`config.mk`:
```
export PLATFORM = sky130hd
export DESIGN_NAME = cmp_pipe_flopped
export DESIGN_NICKNAME = d
export VERILOG_FILES = /design/src/rtl/cmp_pipe_flopped.sv
export SDC_FILE = /design/constraint.sdc
export NUM_CORES = 1
export LEC_CHECK = 0
export CAP_MARGIN = 20
export CORE_AREA = 8 8 163 226
export CTS_BUF_LIST = sky130_fd_sc_hd__clkbuf_8
export DETAILED_ROUTE_END_ITERATION = 10
export DIE_AREA = 0 0 171 234
export PLACE_DENSITY = 0.88
export SYNTH_ARGS = -nofsm -noshare
export SYNTH_HDL_FRONTEND = slang
export SYNTH_SLANG_ARGS = --single-unit
```
`constraint.sdc`:
```
create_clock -name clk -period 18.44 [get_ports clk]
set_clock_uncertainty 0.05 [all_clocks]
set_input_delay 1.844 -clock clk [delete_from_list [all_inputs] [get_ports clk]]
set_output_delay 1.844 -clock clk [all_outputs]
set_load 0.1 [all_outputs]
```
`src/rtl/cmp_pipe_flopped.sv`:
```
// Squares two operands, XOR-folds each square to WIDTH bits and compares the folded values.
// Latency: IN_STAGES + 2 + OUT_STAGES cycles from accept to out_valid (4 by default).
// Backpressure: a single global stall, in_ready = !out_valid || out_ready; every stage holds when stalled.
//
// Ports:
//   clk, rst             clock, synchronous active-high reset
//   in_valid/in_ready    operand beat handshake (in_a, in_b, in_op, in_signed)
//   out_valid/out_ready  result beat handshake (out_result, out_err)
//   stat_true_cnt        saturating count of true results, only when CMP_STATS_EN is defined
//
// Optional feature macro: CMP_STATS_EN (adds the stat_true_cnt port and counter).
module cmp_pipe_flopped #(
  parameter int WIDTH      = 16,
  parameter int IN_STAGES  = 1,
  parameter int OUT_STAGES = 1,
  parameter int STAT_W     = 16
) (
  input  logic             clk,
  input  logic             rst,
  input  logic             in_valid,
  output logic             in_ready,
  input  logic [WIDTH-1:0] in_a,
  input  logic [WIDTH-1:0] in_b,
  input  logic [2:0]       in_op,
  input  logic             in_signed,
  output logic             out_valid,
  input  logic             out_ready,
  output logic             out_result,
  output logic             out_err
`ifdef CMP_STATS_EN
  ,
  output logic [STAT_W-1:0] stat_true_cnt
`endif
);

  localparam logic [2:0] OP_LT = 3'd0;
  localparam logic [2:0] OP_LE = 3'd1;
  localparam logic [2:0] OP_GT = 3'd2;
  localparam logic [2:0] OP_GE = 3'd3;
  localparam logic [2:0] OP_EQ = 3'd4;
  localparam logic [2:0] OP_NE = 3'd5;

  // Global advance: the whole pipe moves together or not at all.
  logic adv;

  // Operand stages
  logic [WIDTH-1:0] in_a_q   [IN_STAGES];
  logic [WIDTH-1:0] in_b_q   [IN_STAGES];
  logic [2:0]       in_op_q  [IN_STAGES];
  logic             in_sgn_q [IN_STAGES];
  logic             in_vld_q [IN_STAGES];

  // Square stage
  logic [2*WIDTH-1:0] ext_a, ext_b;
  logic [2*WIDTH-1:0] sq_a_d, sq_b_d;
  logic [2*WIDTH-1:0] sq_a_q, sq_b_q;
  logic [2:0]         sq_op_q;
  logic               sq_sgn_q;
  logic               sq_vld_q;

  // Fold stage
  logic [WIDTH-1:0] fa_d, fb_d;
  logic [WIDTH-1:0] fa_q, fb_q;
  logic [2:0]       fold_op_q;
  logic             fold_sgn_q;
  logic             fold_vld_q;

  // Compare and output stages
  logic lt, eq;
  logic res_d, err_d;
  logic out_res_q [OUT_STAGES];
  logic out_err_q [OUT_STAGES];
  logic out_vld_q [OUT_STAGES];

  assign out_valid  = out_vld_q[OUT_STAGES-1];
  assign out_result = out_res_q[OUT_STAGES-1];
  assign out_err    = out_err_q[OUT_STAGES-1];
  assign adv        = !out_valid || out_ready;
  assign in_ready   = adv;

  // Zero-extend before multiplying so the full 2*WIDTH-bit product is kept.
  assign ext_a  = {{WIDTH{1'b0}}, in_a_q[IN_STAGES-1]};
  assign ext_b  = {{WIDTH{1'b0}}, in_b_q[IN_STAGES-1]};
  assign sq_a_d = ext_a * ext_a;
  assign sq_b_d = ext_b * ext_b;

  assign fa_d = sq_a_q[WIDTH-1:0] ^ sq_a_q[2*WIDTH-1:WIDTH];
  assign fb_d = sq_b_q[WIDTH-1:0] ^ sq_b_q[2*WIDTH-1:WIDTH];

  always_comb begin
    res_d = 1'b0;
    err_d = 1'b0;
    eq    = (fa_q == fb_q);
    lt    = fold_sgn_q ? ($signed(fa_q) < $signed(fb_q)) : (fa_q < fb_q);
    case (fold_op_q)
      OP_LT:   res_d = lt;
      OP_LE:   res_d = lt || eq;
      OP_GT:   res_d = !lt && !eq;
      OP_GE:   res_d = !lt;
      OP_EQ:   res_d = eq;
      OP_NE:   res_d = !eq;
      default: err_d = 1'b1;
    endcase
  end

  // Control path: valids and result flags are reset; a beat presented during rst is dropped.
  always_ff @(posedge clk) begin
    if (rst) begin
      for (int i = 0; i < IN_STAGES; i++) in_vld_q[i] <= 1'b0;
      sq_vld_q   <= 1'b0;
      fold_vld_q <= 1'b0;
      for (int i = 0; i < OUT_STAGES; i++) begin
        out_vld_q[i] <= 1'b0;
        out_res_q[i] <= 1'b0;
        out_err_q[i] <= 1'b0;
      end
    end else if (adv) begin
      in_vld_q[0] <= in_valid;
      for (int i = 1; i < IN_STAGES; i++) in_vld_q[i] <= in_vld_q[i-1];
      sq_vld_q   <= in_vld_q[IN_STAGES-1];
      fold_vld_q <= sq_vld_q;
      // Flags are gated by valid so bubbles never carry stale results.
      out_vld_q[0] <= fold_vld_q;
      out_res_q[0] <= res_d && fold_vld_q;
      out_err_q[0] <= err_d && fold_vld_q;
      for (int i = 1; i < OUT_STAGES; i++) begin
        out_vld_q[i] <= out_vld_q[i-1];
        out_res_q[i] <= out_res_q[i-1];
        out_err_q[i] <= out_err_q[i-1];
      end
    end
  end

  // Data path: no reset needed, qualified by the valids above.
  always_ff @(posedge clk) begin
    if (adv) begin
      in_a_q[0]   <= in_a;
      in_b_q[0]   <= in_b;
      in_op_q[0]  <= in_op;
      in_sgn_q[0] <= in_signed;
      for (int i = 1; i < IN_STAGES; i++) begin
        in_a_q[i]   <= in_a_q[i-1];
        in_b_q[i]   <= in_b_q[i-1];
        in_op_q[i]  <= in_op_q[i-1];
        in_sgn_q[i] <= in_sgn_q[i-1];
      end
      sq_a_q     <= sq_a_d;
      sq_b_q     <= sq_b_d;
      sq_op_q    <= in_op_q[IN_STAGES-1];
      sq_sgn_q   <= in_sgn_q[IN_STAGES-1];
      fa_q       <= fa_d;
      fb_q       <= fb_d;
      fold_op_q  <= sq_op_q;
      fold_sgn_q <= sq_sgn_q;
    end
  end

`ifdef CMP_STATS_EN
  logic [STAT_W-1:0] stat_q;
  logic [STAT_W-1:0] stat_d;

  // Reserved-op beats always carry out_result=0, the err term keeps that explicit.
  always_comb begin
    stat_d = stat_q;
    if (out_valid && out_ready && out_result && !out_err && (stat_q != {STAT_W{1'b1}}))
      stat_d = stat_q + STAT_W'(1);
  end

  always_ff @(posedge clk) begin
    if (rst) stat_q <= '0;
    else     stat_q <= stat_d;
  end

  assign stat_true_cnt = stat_q;
`else
  logic [STAT_W-1:0] unused_stat_w;
  assign unused_stat_w = '0;
`endif

endmodule

```
==> out/results.ini <==
[placed_design]
gp_congestion = 0.911
place_area_mm2 = 0.0206
dp_hpwl_um = 34600
port_buffers = 43

[synthesis]
postSynthNetCount = 2503
synth_top_area_cell = fa_1
synth.top_cell.area_share_pct = 32.8
yosysWarningCount = 0
synth_ff_type = edfxtp_1
synth_cell_types = 65
synth.avg_cell_area_um2 = 10.3
yosys-top-cells-area = fa_1 33%, edfxtp_1 22%, ha_1 14%, inv_1 9.8%, nand2_1 3.2%
ys_ff_latch = 144
synthSimpleGateAreaFrac_pct = 9.33
async_reset_ff_share_pct = 0
yosys.area_share.xor_xnor_pct = 4.39
syn-instance-count = 1921
synth_fa_ha_area_share_pct = 46.7
yosysSeqAreaShare_pct = 21.8
synth_compound_area_share_pct = 6.88
synthMuxAreaShare_pct = 0.317
synth_edf_count = 142
synth_area_mm2 = 0.0197
synth_top_family_by_area = adder cells

[clock_tree]
clockBufferDepth = 2
htreeDepth = 4
root_buffer = clkbuf_8
cts.sinks = 144
post_cts_buffers = 0
path_clk_slew_ns = 0.11
hold_buffers = 0
cts_buffers = 17
clk_latency_ns = 0.49
tritoncts = done
cts_resized = 0

[drt]
initialDrtViolationCount = 600
wire_per_inst_um = 17.4
avgViaCountPerCell = 5.46
num_vias = 13200
ant_nets = 0
wl_um = 42000
drtPass1Iterations = 5
drc = 0

[worst_setup_path]
reg2reg_depth = 22
startpoint = in_a_q[0][9]$_DFFE_PN_
r2r_slack_ns = 11.65
worstPathMaxFanout = 17
crit_type = flip-flop to flip-flop
cp-start-kind = flip-flop
cp-endpoint = sq_a_q[29]$_DFFE_PN_
r2r-end = sq_a_q[29]$_DFFE_PN_
r2r_start = in_a_q[0][9]$_DFFE_PN_
cp.required_ns = 18.68
endpoint_kind = flip-flop
worstPathArrival_ns = 7.03

[floorplanning]
die_w_um = 171
coreArea_mm2 = 0.0336
rows = 80
pin_count = 44
die_h_um = 234
initial_core_util_pct = 58.7
die-area_mm2 = 0.0400

[grt]
grt_pass1_wl_um = 70700
grtUsageTotal_pct = 22.7
antenna_found_initial = 0
grt_max_degree = 83
grt.overflow.total = 0
grt_pass1_vias = 14800

[cells_and_area]
num-nets-final = 2526
drive_gt1_share_pct = 3.22
antenna_cells = 0
post-route-util_pct = 62.4
multiInputGateArea_mm2 = 0.0134
fillCellCount = 2612
stdcell_area_mm2 = 0.0210
syn_to_final_growth_pct = 6.35
seq_area_mm2 = 0.00430

[timing]
final_max_slew_viol_count = 0
relSlewSlack_pct = 29.6
fin_crit_sh_pct = 36.8
rsz0062_at_grt = false
hold_slack_ns = 0.368
setup-tns-final_ns = 0
fmax_mhz = 147
final_hold_viol_count = 0
min_period_ns = 6.79
tightest_slew_ns = 1.06
finalSetupViolCount = 0

[flow_run]
cap_violations = 0

[hold_path]
hold_path_class = flip-flop to flip-flop
holdCritStartpoint = sq_sgn_q$_DFFE_PN_

[status]
status = completed

## cell type report
cell class / instances / share of cell area, %
Multi-Input combinational cell: 1219 / 63.6
Inverter: 517 / 9.24
Timing Repair Buffer: 45 / 2.12
Clock inverter: 15 / 0.751
Clock buffer: 17 / 1.11
Tap cell: 451 / 2.69
Sequential cell: 144 / 20.5
## worst min-delay path by stage
| stage | slack (ns) | cells past startpoint | endpoint |
|---|---|---|---|
| final | 0.37 | 0 | fold_sgn_q$_DFFE_PN_ |
| after global routing | 0.38 | 0 | fa_q[1]$_DFFE_PN_ |
| after CTS | 0.37 | 0 | fold_sgn_q$_DFFE_PN_ |
| after detailed placement | 0.36 | 0 | fold_sgn_q$_DFFE_PN_ |
| after global placement | 0.36 | 0 | fold_op_q[2]$_DFFE_PN_ |
| after floorplan | 0.35 | 0 | fa_q[1]$_DFFE_PN_ |
## layer usage
| metal | GRT usage [%] | vias up | share of wire (%) |
|---|---|---|---|
| met5 | 0 | - | 0 |
| met4 | 11.9 | 0 | 4.9 |
| met3 | 2.75 | 144 | 3.4 |
| met2 | 43.9 | 395 | 56 |
| met1 | 23.4 | 6626 | 36 |
| li1 | - | 5992 | - |
## registers in the layout (all words and copies together), names as in the netlist, 3 cells and up
signal and count:
fa_q 16, fb_q 16, fold_op_q 3, in_a_q 16, in_b_q 16, in_op_q 3, sq_a_q 31, sq_b_q 31
sq_op_q 3
## cell families (layout without fill, tap and decap cells)
logic type	count (synthesis)	count (layout)
simple gates	381	381
flops	144	144
fa+ha+maj	542	542
buf+inv	558	594
compound gates	191	191
mux	6	6
xor+xnor	99	99
## cell usage after synthesis, drive strengths merged, types with 2 or more instances
cell type and number:
a31o 4, and3 7, nand2b 10, a31oi 7, a21boi 3, or2 10
o311a 2, clkbuf 40, mux2 2, edfxtp 142, and3b 2, o21a 12
nor2b 12, and2 81, o21ai 25, o311ai 3, nand2 166, a211o 2
a311oi 2, fa 324, xor2 49, a21oi 54, o211ai 8, a221oi 2
a211oi 9, o2111ai 4, nor4 2, nor2 63, dfxtp 2, inv 517
a2111oi 4, o21bai 7, mux2i 4, nand4 7, xnor2 50, and4 3
nor3 5, ha 218, nand3 8, a21o 35
## placed cells by master, fill, tap and decap left out, types with 9 or more instances in the layout
cell,Yosys,final
ha_1,218,218
o21ai_0,22,22
xnor2_1,50,50
nor2b_1,12,12
nand2b_1,10,9
edfxtp_1,142,142
fa_1,324,324
nand2_1,166,166
o21a_1,12,12
a21oi_1,54,54
clkdlybuf4s50_1,0,43
a21o_1,34,34
inv_1,517,518
or2_2,10,10
clkbuf_8,0,17
nor2_1,63,63
xor2_1,49,49
and2_1,81,81
## metrics by stage
| step | worst slack, ns | instances |
|---|---|---|
| 3_3_place_gp | 11.90 | 2376 |
| 2_1_floorplan | 9.95 | 1921 |
| 4_1_cts | 11.69 | 2408 |
| 3_5_place_dp | 11.73 | 2376 |
| 6_report | 11.65 | 2408 |
| 5_1_grt | 11.22 | 2408 |
## critical path, stage by stage (launching register included)
cell and delay [ns]:
edfxtp_1 0.66, and2_1 0.30, fa_1 0.50, inv_1 0.06, fa_1 0.52, inv_1 0.05, fa_1 0.50, inv_1 0.05
fa_1 0.52, inv_1 0.06, fa_1 0.48, inv_1 0.06, fa_1 0.49, inv_1 0.07, ha_1 0.37, and4_1 0.26
o211ai_1 0.11, a2bb2oi_1 0.15, a31oi_1 0.35, o2111ai_1 0.25, a211oi_1 0.38, o21ai_1 0.09, a221oi_1 0.25
Power is not shown: default switching activity piles up to over one toggle a cycle in this logic, so the estimate is an artifact.
